File: config.mk
export PLATFORM = sky130hd
export DESIGN_NAME = store_unit_flat
export DESIGN_NICKNAME = d
export VERILOG_FILES = /design/src/rtl/store_unit_if.sv /design/src/rtl/store_unit.sv /design/src/flat_wrapper.sv
export SDC_FILE = /design/constraint.sdc
export NUM_CORES = 1
export LEC_CHECK = 0
export CAP_MARGIN = 15
export CORE_UTILIZATION = 46
export CTS_BUF_LIST = sky130_fd_sc_hd__clkbuf_4
export DETAILED_ROUTE_END_ITERATION = 10
export PLACE_DENSITY = 0.88
export SKIP_LAST_GASP = 1
export SYNTH_ARGS = -nofsm -noshare
export SYNTH_HDL_FRONTEND = slang
export SYNTH_SLANG_ARGS = --single-unit
File: constraint.sdc
create_clock -name clk -period 2.4 [get_ports clk]
set_input_delay 0.6 -clock clk [delete_from_list [all_inputs] [get_ports clk]]
set_output_delay 0.6 -clock clk [all_outputs]
set_load 0.005 [all_outputs]
File: src/rtl/store_unit_if.sv
// Write-bus interface between store_unit (master) and data memory (slave).
// Valid/ready handshake carrying a word-aligned address, write data and byte enables.
interface store_unit_if;
    logic        mem_valid;
    logic        mem_ready;
    logic [31:0] mem_addr;
    logic [31:0] mem_wdata;
    logic [3:0]  mem_be;

    modport master (
        output mem_valid,
        output mem_addr,
        output mem_wdata,
        output mem_be,
        input  mem_ready
    );

    modport slave (
        input  mem_valid,
        input  mem_addr,
        input  mem_wdata,
        input  mem_be,
        output mem_ready
    );
endinterface

File: src/rtl/store_unit.sv
// store_unit: turns a core store request (SB/SH/SW) into a byte-enabled write on
// the memory bus, stalls the core until accepted, and flags misaligned/illegal
// stores and bus timeouts.
// Optional feature macro: MISALIGN_SPLIT_EN -- misaligned SH/SW are split into two
// aligned word writes (ISSUE then ISSUE2) instead of being rejected.
module store_unit #(
    parameter int TIMEOUT_CYC = 16
) (
    input  logic                clk,
    input  logic                rst,
    input  logic                st_req,
    input  logic [31:0]         st_addr,
    input  logic [31:0]         st_data,
    input  logic [2:0]          st_funct3,
    output logic                st_busy,
    output logic                st_done,
    output logic                st_err,
    store_unit_if.master        bus
);

    typedef enum logic [1:0] {
        IDLE   = 2'd0,
        ISSUE  = 2'd1
`ifdef MISALIGN_SPLIT_EN
        ,
        ISSUE2 = 2'd2
`endif
    } state_t;

    // Counter only ever holds 0..TIMEOUT_CYC-1; the abort fires on the edge that would reach TIMEOUT_CYC.
    localparam int CW = (TIMEOUT_CYC > 1) ? $clog2(TIMEOUT_CYC) : 1;
    localparam logic [CW-1:0] TO_LAST = CW'(TIMEOUT_CYC - 1);

    state_t         state_reg, state_next;
    logic [CW-1:0]  cnt_reg, cnt_next;
    logic [31:0]    addr_reg, addr_next;
    logic [31:0]    wdata_reg, wdata_next;
    logic [3:0]     be_reg, be_next;
    logic           done_reg, done_next;
    logic           err_reg, err_next;

    // Request decode
    logic [1:0]     lane;
    logic [3:0]     size_mask;
    logic [31:0]    repl_data;
    logic           f3_ok;
    logic           aligned;
    logic           legal;
    logic [3:0]     first_be;
    logic [31:0]    first_data;
    logic           timeout_hit;

`ifdef MISALIGN_SPLIT_EN
    logic [31:0]    hi_data_reg, hi_data_next;
    logic [3:0]     hi_be_reg, hi_be_next;
    logic [31:0]    raw_data;
    logic [63:0]    shifted_data;
    logic [7:0]     shifted_be;
`endif

    assign lane = st_addr[1:0];

    // Lane selection and data replication for the incoming request
    always_comb begin
        size_mask = 4'b0000;
        repl_data = 32'h0;
        f3_ok     = 1'b1;
        aligned   = 1'b1;
        case (st_funct3)
            3'b000: begin
                size_mask = 4'b0001;
                repl_data = {4{st_data[7:0]}};
            end
            3'b001: begin
                size_mask = 4'b0011;
                repl_data = {2{st_data[15:0]}};
                aligned   = ~lane[0];
            end
            3'b010: begin
                size_mask = 4'b1111;
                repl_data = st_data;
                aligned   = (lane == 2'b00);
            end
            default: begin
                f3_ok   = 1'b0;
                aligned = 1'b0;
            end
        endcase
    end

`ifdef MISALIGN_SPLIT_EN
    // Misaligned accesses: shift bytes into place across two consecutive words
    always_comb begin
        raw_data     = (st_funct3 == 3'b001) ? {16'h0, st_data[15:0]} : st_data;
        shifted_data = {32'h0, raw_data} << {lane, 3'b000};
        shifted_be   = {4'b0000, size_mask} << lane;
        legal        = f3_ok;
        first_be     = shifted_be[3:0];
        first_data   = aligned ? repl_data : shifted_data[31:0];
    end
`else
    // Only naturally aligned accesses are accepted
    always_comb begin
        legal      = f3_ok & aligned;
        first_be   = size_mask << lane;
        first_data = repl_data;
    end
`endif

    assign timeout_hit = (TIMEOUT_CYC != 0) && !bus.mem_ready && (cnt_reg == TO_LAST);

    // Next-state and datapath-next logic
    always_comb begin
        state_next = state_reg;
        cnt_next   = cnt_reg;
        addr_next  = addr_reg;
        wdata_next = wdata_reg;
        be_next    = be_reg;
        done_next  = 1'b0;
        err_next   = 1'b0;
`ifdef MISALIGN_SPLIT_EN
        hi_data_next = hi_data_reg;
        hi_be_next   = hi_be_reg;
`endif
        case (state_reg)
            IDLE: begin
                if (st_req) begin
                    if (legal) begin
                        state_next = ISSUE;
                        cnt_next   = '0;
                        addr_next  = {st_addr[31:2], 2'b00};
                        wdata_next = first_data;
                        be_next    = first_be;
`ifdef MISALIGN_SPLIT_EN
                        hi_data_next = shifted_data[63:32];
                        hi_be_next   = shifted_be[7:4];
`endif
                    end else begin
                        err_next = 1'b1;
                    end
                end
            end
            ISSUE: begin
                if (bus.mem_ready) begin
                    cnt_next = '0;
`ifdef MISALIGN_SPLIT_EN
                    if (hi_be_reg != 4'b0000) begin
                        state_next = ISSUE2;
                        addr_next  = addr_reg + 32'd4;
                        wdata_next = hi_data_reg;
                        be_next    = hi_be_reg;
                    end else begin
                        state_next = IDLE;
                        done_next  = 1'b1;
                    end
`else
                    state_next = IDLE;
                    done_next  = 1'b1;
`endif
                end else if (timeout_hit) begin
                    state_next = IDLE;
                    cnt_next   = '0;
                    err_next   = 1'b1;
                end else begin
                    cnt_next = cnt_reg + CW'(1);
                end
            end
`ifdef MISALIGN_SPLIT_EN
            ISSUE2: begin
                if (bus.mem_ready) begin
                    state_next = IDLE;
                    cnt_next   = '0;
                    done_next  = 1'b1;
                end else if (timeout_hit) begin
                    state_next = IDLE;
                    cnt_next   = '0;
                    err_next   = 1'b1;
                end else begin
                    cnt_next = cnt_reg + CW'(1);
                end
            end
`endif
            default: state_next = IDLE;
        endcase
    end

    // State and datapath registers with synchronous reset
    always_ff @(posedge clk) begin
        if (rst) begin
            state_reg <= IDLE;
            cnt_reg   <= '0;
            addr_reg  <= 32'h0;
            wdata_reg <= 32'h0;
            be_reg    <= 4'h0;
            done_reg  <= 1'b0;
            err_reg   <= 1'b0;
`ifdef MISALIGN_SPLIT_EN
            hi_data_reg <= 32'h0;
            hi_be_reg   <= 4'h0;
`endif
        end else begin
            state_reg <= state_next;
            cnt_reg   <= cnt_next;
            addr_reg  <= addr_next;
            wdata_reg <= wdata_next;
            be_reg    <= be_next;
            done_reg  <= done_next;
            err_reg   <= err_next;
`ifdef MISALIGN_SPLIT_EN
            hi_data_reg <= hi_data_next;
            hi_be_reg   <= hi_be_next;
`endif
        end
    end

    // Outputs: bus valid follows the state, stall also covers the accepting cycle
    always_comb begin
        st_busy = (state_reg != IDLE) | (st_req & legal);
    end

    assign bus.mem_valid = (state_reg != IDLE);
    assign bus.mem_addr  = addr_reg;
    assign bus.mem_wdata = wdata_reg;
    assign bus.mem_be    = be_reg;
    assign st_done       = done_reg;
    assign st_err        = err_reg;

endmodule

File: src/flat_wrapper.sv
// flat-port wrapper written by rule: the top's interface ports become plain ports
module store_unit_flat 
#(
    parameter int TIMEOUT_CYC = 16
)
  (clk, rst, st_req, st_addr, st_data, st_funct3, st_busy, st_done, st_err, bus_mem_valid, bus_mem_addr, bus_mem_wdata, bus_mem_be, bus_mem_ready);
  store_unit_if bus_i ();
  input  logic clk;
  input  logic rst;
  input  logic st_req;
  input  logic [31:0] st_addr;
  input  logic [31:0] st_data;
  input  logic [2:0] st_funct3;
  output logic st_busy;
  output logic st_done;
  output logic st_err;
  output wire logic [$bits(bus_i.mem_valid)-1:0] bus_mem_valid;
  output wire logic [$bits(bus_i.mem_addr)-1:0] bus_mem_addr;
  output wire logic [$bits(bus_i.mem_wdata)-1:0] bus_mem_wdata;
  output wire logic [$bits(bus_i.mem_be)-1:0] bus_mem_be;
  input wire logic [$bits(bus_i.mem_ready)-1:0] bus_mem_ready;
  assign bus_mem_valid = bus_i.mem_valid;
  assign bus_mem_addr = bus_i.mem_addr;
  assign bus_mem_wdata = bus_i.mem_wdata;
  assign bus_mem_be = bus_i.mem_be;
  assign bus_i.mem_ready = bus_mem_ready;
  store_unit #(.TIMEOUT_CYC(TIMEOUT_CYC)) u_core (.clk(clk), .rst(rst), .st_req(st_req), .st_addr(st_addr), .st_data(st_data), .st_funct3(st_funct3), .st_busy(st_busy), .st_done(st_done), .st_err(st_err), .bus(bus_i));
endmodule
Yosys cells after proc, flatten, opt, wreduce, memory -nomap -nowiden. Index checks and enable logic that the tools add are counted.

Flip-flop bits (word level): 74. Input port bits: 71.

Add/sub/neg operators: 1. Equality and inequality tests: 7. Shift operators: 1. Mux-type cells: 20. Bitwise logic cells: 5. Reduce and logical (&&, ||, !) cells: 12.

Operators with widths (number): 32-bit one-hot mux with 3 select lines (1); 4-bit 2-to-1 mux (4); 4-bit one-hot mux with 3 select lines (1); 3-bit AND reduction (3); 2-bit 2-to-1 mux (4); 4-bit one-hot mux with 2 select lines (1); 1-bit 2-to-1 mux (6); 4-bit by 1-bit adder with 4-bit output (second input constant) (1); 4-bit equality test (second input constant) (1); 2-bit zero test (2); 2-bit one-hot mux with 2 select lines (1); 2-bit nonzero test (2); 4-bit by 2-bit left shift with 4-bit output (1); 3-bit by 1-bit equality test with 1-bit output (second input constant) (1); 3-bit by 2-bit equality test with 1-bit output (second input constant) (1); 3-bit zero test (1); 3-bit by 2-bit != test with 1-bit output (second input constant) (1); 1-bit one-hot mux with 3 select lines (1); 3-bit OR reduction (1); 1-bit bitwise AND (2); 2-bit by 1-bit equality test with 1-bit output (second input constant) (1); 2-bit by 1-bit != test with 1-bit output (second input constant) (1); 2-bit != test (second input constant) (1); 1-bit NOT (2); 5 further kinds (5).

Longest topological paths before layout.
Word-level depth: 7. Mapped depth: 7. Gate-level depth less buffers: 5.

Worst setup path before layout. Ideal clock, no wire load.

Path type: input -> output. Start point: input st_funct3[0]. End point: output st_busy. Data arrival time: 1.145 ns. Slack: 0.655 ns. Stages on the path: 3. Path through: nor3_2 -> nor2_1 -> o21bai_1.

Longest elaborated chain between the ends: 6. Elaborated cells on any way between the ends: 9. Classes of those cells: eq/ne: 2; mux: 2; bitwise: 3; reduce/logical: 2.

Ends and longest elaborated chain: from (decl) (RTL line flat_wrapper.sv:13) `input logic [2:0] st_funct3;`; 3-bit by 1-bit equality test with 1-bit output, or another cell as far along (RTL line store_unit.sv:69) `case (st_funct3)`; 3-bit OR reduction (no source line); 1-bit 2-to-1 mux (RTL line store_unit.sv:69); 1-bit bitwise AND * (RTL line store_unit.sv:104) `legal = f3_ok & aligned;`; 1-bit bitwise AND * (RTL line store_unit.sv:218) `st_busy = (state_reg != IDLE) | (st_req & legal);`; 1-bit bitwise OR * (RTL line store_unit.sv:218); to (decl) (RTL line flat_wrapper.sv:14) `output logic st_busy;`.

Every way passes the cells marked *; elsewhere a longest branch is shown, timed or not.

Final worst setup path.
Start point: input st_funct3[1]. End point: output st_busy.

The elaborated chain is that of the path after synthesis.

==> reports/metrics.cfg <==
[run]
cap_violations = 0

[finish]
num-fill-cells = 508
seq_area_um2 = 1460
design_area_um2 = 4750
drive_above_1_share_pct = 8.82
largest_reg_flops = 32
area_delta_synth_final_pct = 54.0
antenna-diode-count = 0
multi_input_area_um2 = 1470
final_nets = 600

[sta]
worst_pin_slew_ns = 0.623
whs_ns = 0.460
post-route-min-period_ns = 2.34
max_clock_freq_ghz = 0.428
fin_tns_setup_ns = 0
final-hold-violation-count = 0
finalSetupViolations = 0
skew_ns = 0.0109
grt_setup_unrepaired = no
setup_slack_ns = 0.0620
slew_violations = 0
slew_headroom_pct = 58.3
period_share_pct = 97.4

[setup_path]
crit_path_start_kind = primary input
cp.arrival_ns = 1.74
ff2ff_setup_slack_ns = 0.85
cp-end-kind = output port
cp.required_ns = 1.80
worstPathMaxFanout = 2
path_class = in -> out

[clocking]
cts_buffer_depth = 2
cts_hold_buffers = 0
cts_tree = done
clock_latency_ns = 0.40
clockRootBuffer = clkbuf_4
path_clk_slew_ns = 0.11
htree_num_levels = 3
cts_made_buffers = 9
clkSinkCount = 73

[outcome]
status = finished with violations
violations = design-rule violations

[die]
die_h_um = 83.9
core_um2 = 6420
die_w_um = 83.9
start_util_pct = 48.0
die_area_um2 = 7030
core.rowCount = 29
boundaryPins = 143

[synth]
synth_compound_area_share_pct = 22.3
synth_xor_area_share_pct = 0.284
synth-seq-cells = 73
synth.avg_cell_area_um2 = 7.98
synth_edf_count = 0
synth_cell_type_count = 38
yosysSeqAreaShare_pct = 47.4
postSynthCellCount = 386
muxShareOfSynthArea_pct = 0.650
synth-main-ff-cell = dfxtp_1
async_flop_share_pct = 0
synth_top_family_by_area = simple AND/OR/NAND/NOR gates
synth_area_um2 = 3080
synthAdderAreaFrac_pct = 0.406
synth-simple-area-share_pct = 23.3
yosysWarnings = 0

[grt]
antenna_found_initial = 0
grt_max_degree = 35
grt_pass1_wl_mm = 14.9
grt_use_total_pct = 26.6
grt_pass1_vias = 3193
grt_overflow = 0

[power_and_ir_drop]
p_leak_nw = 1.68
sw_frac_of_total_pct = 26.9
p_clk_share_pct = 27.4
internal-power_mw = 1.71
ir_drop_mv = 0.284
pwr-share-comb_pct = 18.5
pwr-share-seq_pct = 54.1
p_per_area_nw_per_um2 = 493
power_switching_mw = 0.630

[placed_design]
place_ws_ns = -0.513
place_area_um2 = 4610
gp_congestion = 0.889
portBuffers = 140
dp_hpwl_mm = 6.78

[drt]
wl_per_cell_um = 15.2
drtIter0Drc = 146
num_vias = 3315
avgViaCountPerCell = 5.43
drc = 12
ant_nets = 0
dr.pass1.iters = 8
routed_wl_mm = 9.25

[min_path]
hold_path_class = reg -> reg

## critical path, stage by stage
cell and delay [ns]:
clkdlybuf4s50_1 0.49, a21oi_2 0.05, nor2_2 0.20, o21bai_2 0.12, dlygate4sd2_1 0.27
## through the flow
step	instances	util, %	power (mW)
after floorplan	387	-	1.46
after global placement	592	71.8	1.71
after detailed placement	592	71.8	1.72
after CTS	609	73.7	2.36
after global routing	610	73.9	2.46
final	610	73.9	2.34
## power by group through the flow
stage                     Combinational, mW  Sequential (mW)  Clock [mW]
after floorplan                       0.165             1.30           0
after global routing                  0.467             1.27       0.722
after detailed placement              0.426             1.29           0
after CTS                             0.429             1.27       0.666
final                                 0.433             1.27       0.643
after global placement                0.417             1.29           0
## cells by family after synthesis
| family | count (synthesis) |
|---|---|
| simple gates | 157 |
| compound gates | 115 |
| flops | 73 |
| buf+inv | 36 |
| mux | 2 |
| fa+ha+maj | 1 |
| other cells | 1 |
| xor+xnor | 1 |
## cell type report
| cell class | instances | share of cell area (%) |
|---|---|---|
| clock buffer | 10 | 1.58 |
| clock inverter | 6 | 0.712 |
| inverter | 3 | 0.237 |
| multi-input combinational | 278 | 31.0 |
| sequential | 73 | 30.8 |
| tap | 77 | 2.03 |
| timing repair buffer | 163 | 33.6 |
## per-layer routing
layer / vias up / GRT usage (%) / part of all wire, %
li1: 1614 / - / -
met1: 1551 / 30.8 / 39
met2: 127 / 46.6 / 52
met3: 23 / 4.65 / 5.8
met4: 0 / 14.1 / 3.0
met5: - / 0 / 0
## synth_stat cells, drive strengths merged (2+ instances only)
library cell / number / area, um2
nor2b: 10 / 62.6
nand2b: 4 / 25.0
dfxtp: 73 / 1460
a311oi: 2 / 17.5
nand3b: 3 / 22.5
nand3: 10 / 50.1
o21a: 2 / 15.0
clkbuf: 13 / 48.8
o21ai: 8 / 40.0
buf: 20 / 110
a2bb2oi: 6 / 52.6
inv: 3 / 11.3
nor2: 17 / 66.3
mux2i: 2 / 20.0
a22oi: 12 / 90.1
a221o: 2 / 20.0
a21oi: 71 / 359
nand2: 89 / 334
nor3: 5 / 30.0
or3: 16 / 100
a211oi: 6 / 45.0
## path summary, 6_finish.rpt
path,start,endpoint,cells after the start
max,st_funct3[1],st_busy,5
max reg2reg,u_core.state_reg[0],u_core.bus.mem_wdata[17],4
min,u_core.bus.mem_wdata[21],u_core.bus.mem_wdata[21],2
min reg2reg,u_core.bus.mem_wdata[21],u_core.bus.mem_wdata[21],2
## timing repair
action / 4_1_cts / 5_1_grt
endpoints found under the hold margin: 0 / 0
buffers inserted: 1 / 1
pin swaps: 2 / 2
gates resized for setup: 4 / 2
endpoints found under the setup margin: 1 / 1
## cells in the final DEF (no fill, tap or decap), types with 2 or more instances in the layout
cell type,instances
clkdlybuf4s50_1,135
nand2_1,89
dfxtp_1,73
a21oi_1,70
buf_4,21
or3_1,16
nor2_1,15
a22oi_1,12
nor2b_1,10
nand3_1,10
clkbuf_4,10
o21ai_0,7
a2bb2oi_1,6
a211oi_1,6
nand2b_1,4
nor3_1,4
nand3b_1,3
inv_1,3
nor2_2,2
a311oi_1,2
a221o_1,2
mux2i_1,2
conb_1,2
clkinv_1,2
clkinv_2,2
dlymetal6s2s_1,2
dlygate4sd2_1,2
buf_12,2
No activity file was read; power rests on OpenSTA's default activity.
